## src/rtl/rf_pkg.sv

```systemverilog
// Shared register-file types and constants, reused by writeback, the register file and decode.
package rf_pkg;
  localparam int RF_AW = 3;
  localparam int RF_DW = 8;
  localparam logic [RF_AW-1:0] RF_ZERO_REG = 3'd0;

  typedef struct packed {
    logic [RF_AW-1:0] dst;
    logic [RF_DW-1:0] data;
  } rf_wr_t;
endpackage

```

## src/rtl/rf_wb_fifo.sv

```systemverilog
// Writeback result FIFO: up to two enqueues (slot a older than slot b) and one dequeue per clock.
// The raw entry array, read pointer and valid mask are exported for the pending-write scoreboard.
module rf_wb_fifo
  import rf_pkg::*;
#(
  parameter int DEPTH = 4,
  localparam int PW = $clog2(DEPTH),
  localparam int CW = PW + 1
) (
  input  logic                  clk,
  input  logic                  rst_n,
  input  logic                  enq_a,
  input  rf_wr_t                enq_a_data,
  input  logic                  enq_b,
  input  rf_wr_t                enq_b_data,
  input  logic                  deq,
  output rf_wr_t                head,
  output logic [CW-1:0]         count,
  output logic [PW-1:0]         rd_ptr,
  output rf_wr_t [DEPTH-1:0]    entries,
  output logic [DEPTH-1:0]      valid
);

  rf_wr_t [DEPTH-1:0] mem_r;
  logic [PW-1:0]      wr_ptr_r;
  logic [PW-1:0]      rd_ptr_r;
  logic [CW-1:0]      count_r;
  logic [CW-1:0]      enq_cnt_s;
  logic [PW-1:0]      b_slot_s;
  logic               deq_s;
  logic [PW-1:0]      off_s;
  logic [DEPTH-1:0]   valid_s;

  // Enqueue count and the slot used by b (behind a when both enqueue)
  always_comb begin
    enq_cnt_s = CW'(enq_a) + CW'(enq_b);
    deq_s     = deq && (count_r != {CW{1'b0}});
    if (enq_a) begin
      b_slot_s = wr_ptr_r + PW'(1'b1);
    end else begin
      b_slot_s = wr_ptr_r;
    end
  end

  // Storage, pointers and occupancy; pointers wrap naturally at DEPTH
  always_ff @(posedge clk or negedge rst_n) begin
    if (!rst_n) begin
      mem_r    <= '0;
      wr_ptr_r <= {PW{1'b0}};
      rd_ptr_r <= {PW{1'b0}};
      count_r  <= {CW{1'b0}};
    end else begin
      if (enq_a) mem_r[wr_ptr_r] <= enq_a_data;
      if (enq_b) mem_r[b_slot_s] <= enq_b_data;
      wr_ptr_r <= wr_ptr_r + PW'(enq_cnt_s);
      if (deq_s) rd_ptr_r <= rd_ptr_r + PW'(1'b1);
      count_r  <= count_r + enq_cnt_s - CW'(deq_s);
    end
  end

  // An entry is live when its distance from the read pointer is below the count
  always_comb begin
    off_s   = {PW{1'b0}};
    valid_s = {DEPTH{1'b0}};
    for (int i = 0; i < DEPTH; i++) begin
      off_s      = PW'(i) - rd_ptr_r;
      valid_s[i] = ({1'b0, off_s} < count_r);
    end
  end

  assign head    = mem_r[rd_ptr_r];
  assign count   = count_r;
  assign rd_ptr  = rd_ptr_r;
  assign entries = mem_r;
  assign valid   = valid_s;

endmodule

```

## src/rtl/rf_writeback_ctrl.sv

```systemverilog
// Register-file writer: arbitrates ALU/load results into a FIFO, issues one write per clock,
// and exposes a pending-write scoreboard with newest-value forwarding for decode.
module rf_writeback_ctrl
  import rf_pkg::*;
#(
  parameter int DEPTH = 4,
  parameter int DW    = RF_DW,
  parameter int AW    = RF_AW
) (
  input  logic          clk,
  input  logic          rst_n,
  input  logic          alu_valid,
  output logic          alu_ready,
  input  logic [AW-1:0] alu_dst,
  input  logic [DW-1:0] alu_data,
  input  logic          ld_valid,
  output logic          ld_ready,
  input  logic [AW-1:0] ld_dst,
  input  logic [DW-1:0] ld_data,
  output logic [AW-1:0] D_add,
  output logic [DW-1:0] Data_in,
  output logic          write_enable,
  input  logic [AW-1:0] A_add,
  input  logic [AW-1:0] B_add,
  output logic          A_pend,
  output logic [DW-1:0] A_fwd,
  output logic          B_pend,
  output logic [DW-1:0] B_fwd,
  output logic          idle
);

  localparam int PW = $clog2(DEPTH);
  localparam int CW = PW + 1;

  logic [CW-1:0]      count_s;
  logic [CW-1:0]      free_s;
  logic [PW-1:0]      rd_ptr_s;
  rf_wr_t             head_s;
  rf_wr_t [DEPTH-1:0] entries_s;
  logic [DEPTH-1:0]   valid_s;
  logic               alu_enq_s;
  logic               ld_enq_s;
  logic               deq_s;
  rf_wr_t             out_r;
  logic               we_r;
  logic [DW:0]        a_res_s;
  logic [DW:0]        b_res_s;

  // Newest pending value for addr: output stage first, then FIFO oldest-to-youngest so the youngest wins
  function automatic logic [DW:0] lookup(input logic [AW-1:0] addr, input logic we,
                                         input rf_wr_t outst, input rf_wr_t [DEPTH-1:0] ent,
                                         input logic [DEPTH-1:0] vld, input logic [PW-1:0] rp);
    logic [DW:0]   res;
    logic [PW-1:0] idx;
    res = {(DW+1){1'b0}};
    if (we && (outst.dst == addr)) res = {1'b1, outst.data};
    else                           res = res;
    for (int i = 0; i < DEPTH; i++) begin
      idx = rp + PW'(i);
      if (vld[idx] && (ent[idx].dst == addr)) res = {1'b1, ent[idx].data};
      else                                    res = res;
    end
    if (addr == RF_ZERO_REG) res = {(DW+1){1'b0}};
    else                     res = res;
    return res;
  endfunction

  // Ready depends only on registered occupancy (and alu_valid for the last-slot tie-break)
  always_comb begin
    free_s    = CW'(DEPTH) - count_s;
    alu_ready = (free_s >= CW'(1'b1));
    ld_ready  = (free_s >= CW'(2'd2)) || ((free_s == CW'(1'b1)) && !alu_valid);
    alu_enq_s = alu_valid && alu_ready && (alu_dst != RF_ZERO_REG);
    ld_enq_s  = ld_valid && ld_ready && (ld_dst != RF_ZERO_REG);
    deq_s     = (count_s != {CW{1'b0}});
  end

  rf_wb_fifo #(.DEPTH(DEPTH)) u_fifo (
    .clk        (clk),
    .rst_n      (rst_n),
    .enq_a      (alu_enq_s),
    .enq_a_data ('{dst: alu_dst, data: alu_data}),
    .enq_b      (ld_enq_s),
    .enq_b_data ('{dst: ld_dst, data: ld_data}),
    .deq        (deq_s),
    .head       (head_s),
    .count      (count_s),
    .rd_ptr     (rd_ptr_s),
    .entries    (entries_s),
    .valid      (valid_s)
  );

  // Output stage: the FIFO head is held for exactly one write cycle
  always_ff @(posedge clk or negedge rst_n) begin
    if (!rst_n) begin
      we_r  <= 1'b0;
      out_r <= '0;
    end else if (deq_s) begin
      we_r  <= 1'b1;
      out_r <= head_s;
    end else begin
      we_r  <= 1'b0;
    end
  end

  assign a_res_s = lookup(A_add, we_r, out_r, entries_s, valid_s, rd_ptr_s);
  assign b_res_s = lookup(B_add, we_r, out_r, entries_s, valid_s, rd_ptr_s);

  assign A_pend       = a_res_s[DW];
  assign A_fwd        = a_res_s[DW-1:0];
  assign B_pend       = b_res_s[DW];
  assign B_fwd        = b_res_s[DW-1:0];
  assign D_add        = out_r.dst;
  assign Data_in      = out_r.data;
  assign write_enable = we_r;
  assign idle         = (count_s == {CW{1'b0}}) && !we_r;

endmodule

```

## config.mk

```make
export PLATFORM = sky130hd
export DESIGN_NAME = rf_writeback_ctrl
export DESIGN_NICKNAME = d
export VERILOG_FILES = /design/src/rtl/rf_pkg.sv /design/src/rtl/rf_wb_fifo.sv /design/src/rtl/rf_writeback_ctrl.sv
export SDC_FILE = /design/constraint.sdc
export NUM_CORES = 1
export LEC_CHECK = 0
export BUFFER_PORTS_ARGS = -buffer_cell sky130_fd_sc_hd__buf_2
export CORE_AREA = 2 2 123 125
export DETAILED_ROUTE_END_ITERATION = 8
export DIE_AREA = 0 0 125 127
export GPL_TIMING_DRIVEN = 0
export PLACE_DENSITY = 0.62
export SLEW_MARGIN = 40
export SYNTH_ARGS = -nofsm -noshare
export SYNTH_HDL_FRONTEND = slang
export SYNTH_SLANG_ARGS = --single-unit
export TNS_END_PERCENT = 1
```

## constraint.sdc

```tcl
create_clock -name clk -period 7.2 [get_ports clk]
set_input_delay 1.08 -clock clk [delete_from_list [all_inputs] [get_ports clk]]
set_output_delay 1.08 -clock clk [all_outputs]
set_load 0.02 [all_outputs]
```

==> summary.md <==
| Metric | Value |
|---|---|
| Die area | `approximately 16000 sq um` |
| Via density | `around 5.7` |
| First-pass detailed-route iteration total | `6` |
| DP Area | `6230 sq um` |
| Ant diodes | `0` |
| Buf/Inv on CP | `6` |
| Wirelength per Cell | `about 19 um` |
| Setup-failing EPs final | `0` |
| Cell Rows | `44` |
| Finished Layout Cells | `between 900 and 1000` |
| Maximum fanout along the worst path | `10` |
| Commonest cells after routing, fill and taps aside | `mux2i_1, nand2_1, buf_2` |
| Final Hold Fails | `0` |
| Cts bufs inserted | `9` |
| Netlist cell types | `68` |
| Worst hold endpoint | `Data_in[1]` |
| Kind of critical path | `reg2out` |
| Post-route ant nets | `0` |
| Number of warnings issued by yosys | `0` |
| Reg clk slew, reported paths | `about 0.060 ns` |
| Pre-CTS WS | `2.12 ns` |
| Vias in the first global route | `between 4000 and 5000` |
| Share of cells above drive strength 1 | `18.6%` |
| Final wirelength | `roughly 17000 um` |
| Area grow syn2layout | `14.7%` |
| Crit. End Element | `output pin` |
| Compound-Gate Fraction of Synth Area | `17.3%` |
| R2r startpoint | `u_fifo.count[0]` |
| Global-route usage over all layers | `21.3%` |
| Synth Area in XOR/XNOR | `6.74%` |
| CTS Hold Buffers Added | `0` |
| Adder-cell share of the synthesized area | `between 4 and 5%` |
| Synthesized flop and latch total | `63` |
| First-pass GRT wire length | `27200 um` |
| Initial antenna violation count | `0` |
| Number of enable flip-flop cells after synthesis | `0` |
| H-tree depth | `3` |
| Final Skew | `around 0.0065 ns` |
| Ys async rst share | `100%` |
| Number of max-cap violations | `0` |
| Clk_lat worst skew | `~0.34 ns` |
| Worst-margin pin slew | `between 0.8 and 0.9 ns` |
| Final-report max-slew violation count | `0` |
| Port bufs | `a little under 60` |
| Nets | `about 770` |
| Top-Level Pins | `65` |
| Most common cell after layout, fill and taps aside | `mux2i_1` |
| Predominant post-synthesis flop cell | `dfrtp_1` |
| Design Area, Final | `6510 sq um` |
| DP Cell Count | `roughly 890` |
| Initial Util | `about two fifths` |
| F_max | `182 MHz` |
| Vias after detailed routing | `about 5000` |
| Max clock buf depth | `2` |
| Worst setup SP type | `flop` |
| Post-CTS sizing | `0` |
| Sink Count | `63` |
| Mapped cell area | `5680 sq um` |
| Core Area | `roughly 14000 sq um` |
| Fillers | `approximately 1500` |
| Mux cell area share after synthesis | `21.7%` |
| Syn_nets | `a little under 700` |
| Slowest-stage cell, CP | `o311ai_0` |
| Top Family by Delay on Critical Path | `compound AO/OA/AOI/OAI gates` |
| Worst hold path depth | `2` |
| CTS tree | `yes` |
| Final worst slack | `~1.7 ns` |
| CP max stage delay | `roughly 0.44 ns` |
| Syn avg cell area | `approximately 8.8 sq um` |
| Hold Startpoint | `Data_in[1]` |
| CTS root buf | `clkbuf_16` |
| WP data arrival | `roughly 4.4 ns` |
| Setup tns final | `0 ns` |
| Unrepaired setup endpoints after global routing | `false` |
| Path depth of the worst reg2reg path | `12` |
| R2R Setup Slk | `3.81 ns` |
| Simple-gate share of the synthesized area | `around 16%` |
| Post-CTS Setup Inserts | `0` |
| Drt drc | `0` |
| Fin crit share | `76.2%` |
| CP Data Required Time | `between 6 and 7 ns` |
| Largest family of logic cells by synthesized area | `multiplexers` |
| Routability cong. | `slightly below 0.9` |
| Status | `finished, final reports clean` |
| Chip Height | `roughly 130 um` |
| Largest net degree at the start of global routing | `42` |
| Post-synthesis cell count | `between 600 and 700` |
| DRT iter0 DRCs | `533` |
| Die Wd | `around 130 um` |
| HP Class | `reg2reg` |
| Critical path, cell by cell | `buf_6 -> buf_6 -> buf_2 -> buf_2 -> xnor2_1 -> ha_1 -> nor2b_1 -> o311ai_0 -> o221a_2 -> o21a_1 -> buf_6 -> mux2_1 -> a211o_1 -> a31oi_1 -> buf_2` |
| Post-synthesis sequential area ratio | `27.8%` |
| Slew headroom | `roughly 46%` |
| Dpl hpwl | `roughly 13000 um` |
| Critical R2R Capture | `u_fifo.count[2]` |
| Final Critical Period | `5.49 ns` |
| Gr ovfl total | `0` |
==> final cells by class <==
class	instances	area, sq um	share of cell area [%]
buffer	44	263	4.04
clock buffer	9	225	3.46
clock inverter	7	58.8	0.903
timing repair buffer	59	313	4.80
multi-input combinational	509	3740	57.4
inverter	29	109	1.67
sequential	63	1580	24.2
tap	184	230	3.54
==> metrics by stage <==
stage | hold WS [ns] | utilization [%]
6_report | 0.532 | 45.1
5_1_grt | 0.566 | 45.1
4_1_cts | 0.540 | 45.1
3_5_place_dp | 0.526 | 43.2
3_3_place_gp | 0.510 | 43.0
2_1_floorplan | 0.541 | -
==> worst max path at each step <==
| stage | cells after the start | startpoint | to |
|---|---|---|---|
| final | 15 | u_fifo.rd_ptr[1] | B_fwd[7] |
| after global routing | 14 | u_fifo.rd_ptr[1] | A_fwd[0] |
| after CTS | 15 | u_fifo.rd_ptr[1] | B_fwd[7] |
| after detailed placement | 15 | u_fifo.rd_ptr[1] | B_fwd[7] |
| after global placement | 14 | u_fifo.rd_ptr[0] | B_fwd[7] |
| after floorplan | 14 | u_fifo.rd_ptr[1] | B_fwd[7] |
==> routing by layer <==
metal / up-vias / part of all wire, % / global-route usage, % / wire length (um)
met1: 2470 / 48 / 30.3 / 8120
li1: 2447 / - / - / -
met2: 180 / 46 / 34.5 / 7880
met3: 19 / 5.1 / 2.35 / 863
met5: - / 0 / 0 / 0
met4: 0 / 1.3 / 6.08 / 223
==> worst reg2reg max path, cell delays in order (launching register included) <==
cell	delay, ns
dfrtp_1	0.51
inv_1	0.15
ha_1	0.22
ha_1	0.28
or4b_1	0.47
nand3_1	0.23
inv_2	0.13
ha_1	0.25
inv_1	0.06
ha_1	0.24
fa_1	0.45
xnor2_1	0.19
xnor2_1	0.13
==> cell usage after synthesis (2+ instances only) <==
master    instances  area [sq um]
o31a_1            6          52.6
nor2b_1           9          56.3
and2_1            8          50.1
a32o_1            7          70.1
a211oi_1          3          22.5
mux2i_2           3          41.3
o211ai_1         14           105
nand2b_1          4          25.0
nor2_1           37           139
buf_4             2          15.0
a21oi_1          40           200
a22oi_1           8          60.1
xor2_1           14           123
xnor2_1          26           228
inv_2             2          7.51
nor3_1           24           120
nor4_2            2          25.0
buf_1             5          18.8
mux4_2            2          45.0
nand2_1          73           274
nand3_1           3          15.0
clkbuf_1         17          63.8
mux2i_1          97           971
buf_6             8          90.1
or3_1             4          25.0
o21ai_0          48           240
o21a_1            2          15.0
dfrtp_1          63          1580
ha_1             17           213
or2b_1            3          22.5
mux2_2           12           135
buf_2            11          55.1
inv_1            27           101
a41oi_1           7          61.3
a31oi_1           4          25.0
==> flip-flops by register name, indices dropped and copies added, names as in the netlist <==
signal           cells
u_fifo.entries      44
u_fifo.wr_ptr_r      2
write_enable         1
u_fifo.rd_ptr        2
u_fifo.count         3
D_add                3
Data_in              8
==> cells by family after synthesis <==
logic type,after synthesis
compound gates,151
xor+xnor,42
fa+ha+maj,18
buf+inv,73
flops,63
mux,116
simple gates,182
Power is not shown: default switching activity piles up to over one toggle a cycle in this logic, so the estimate is an artifact.
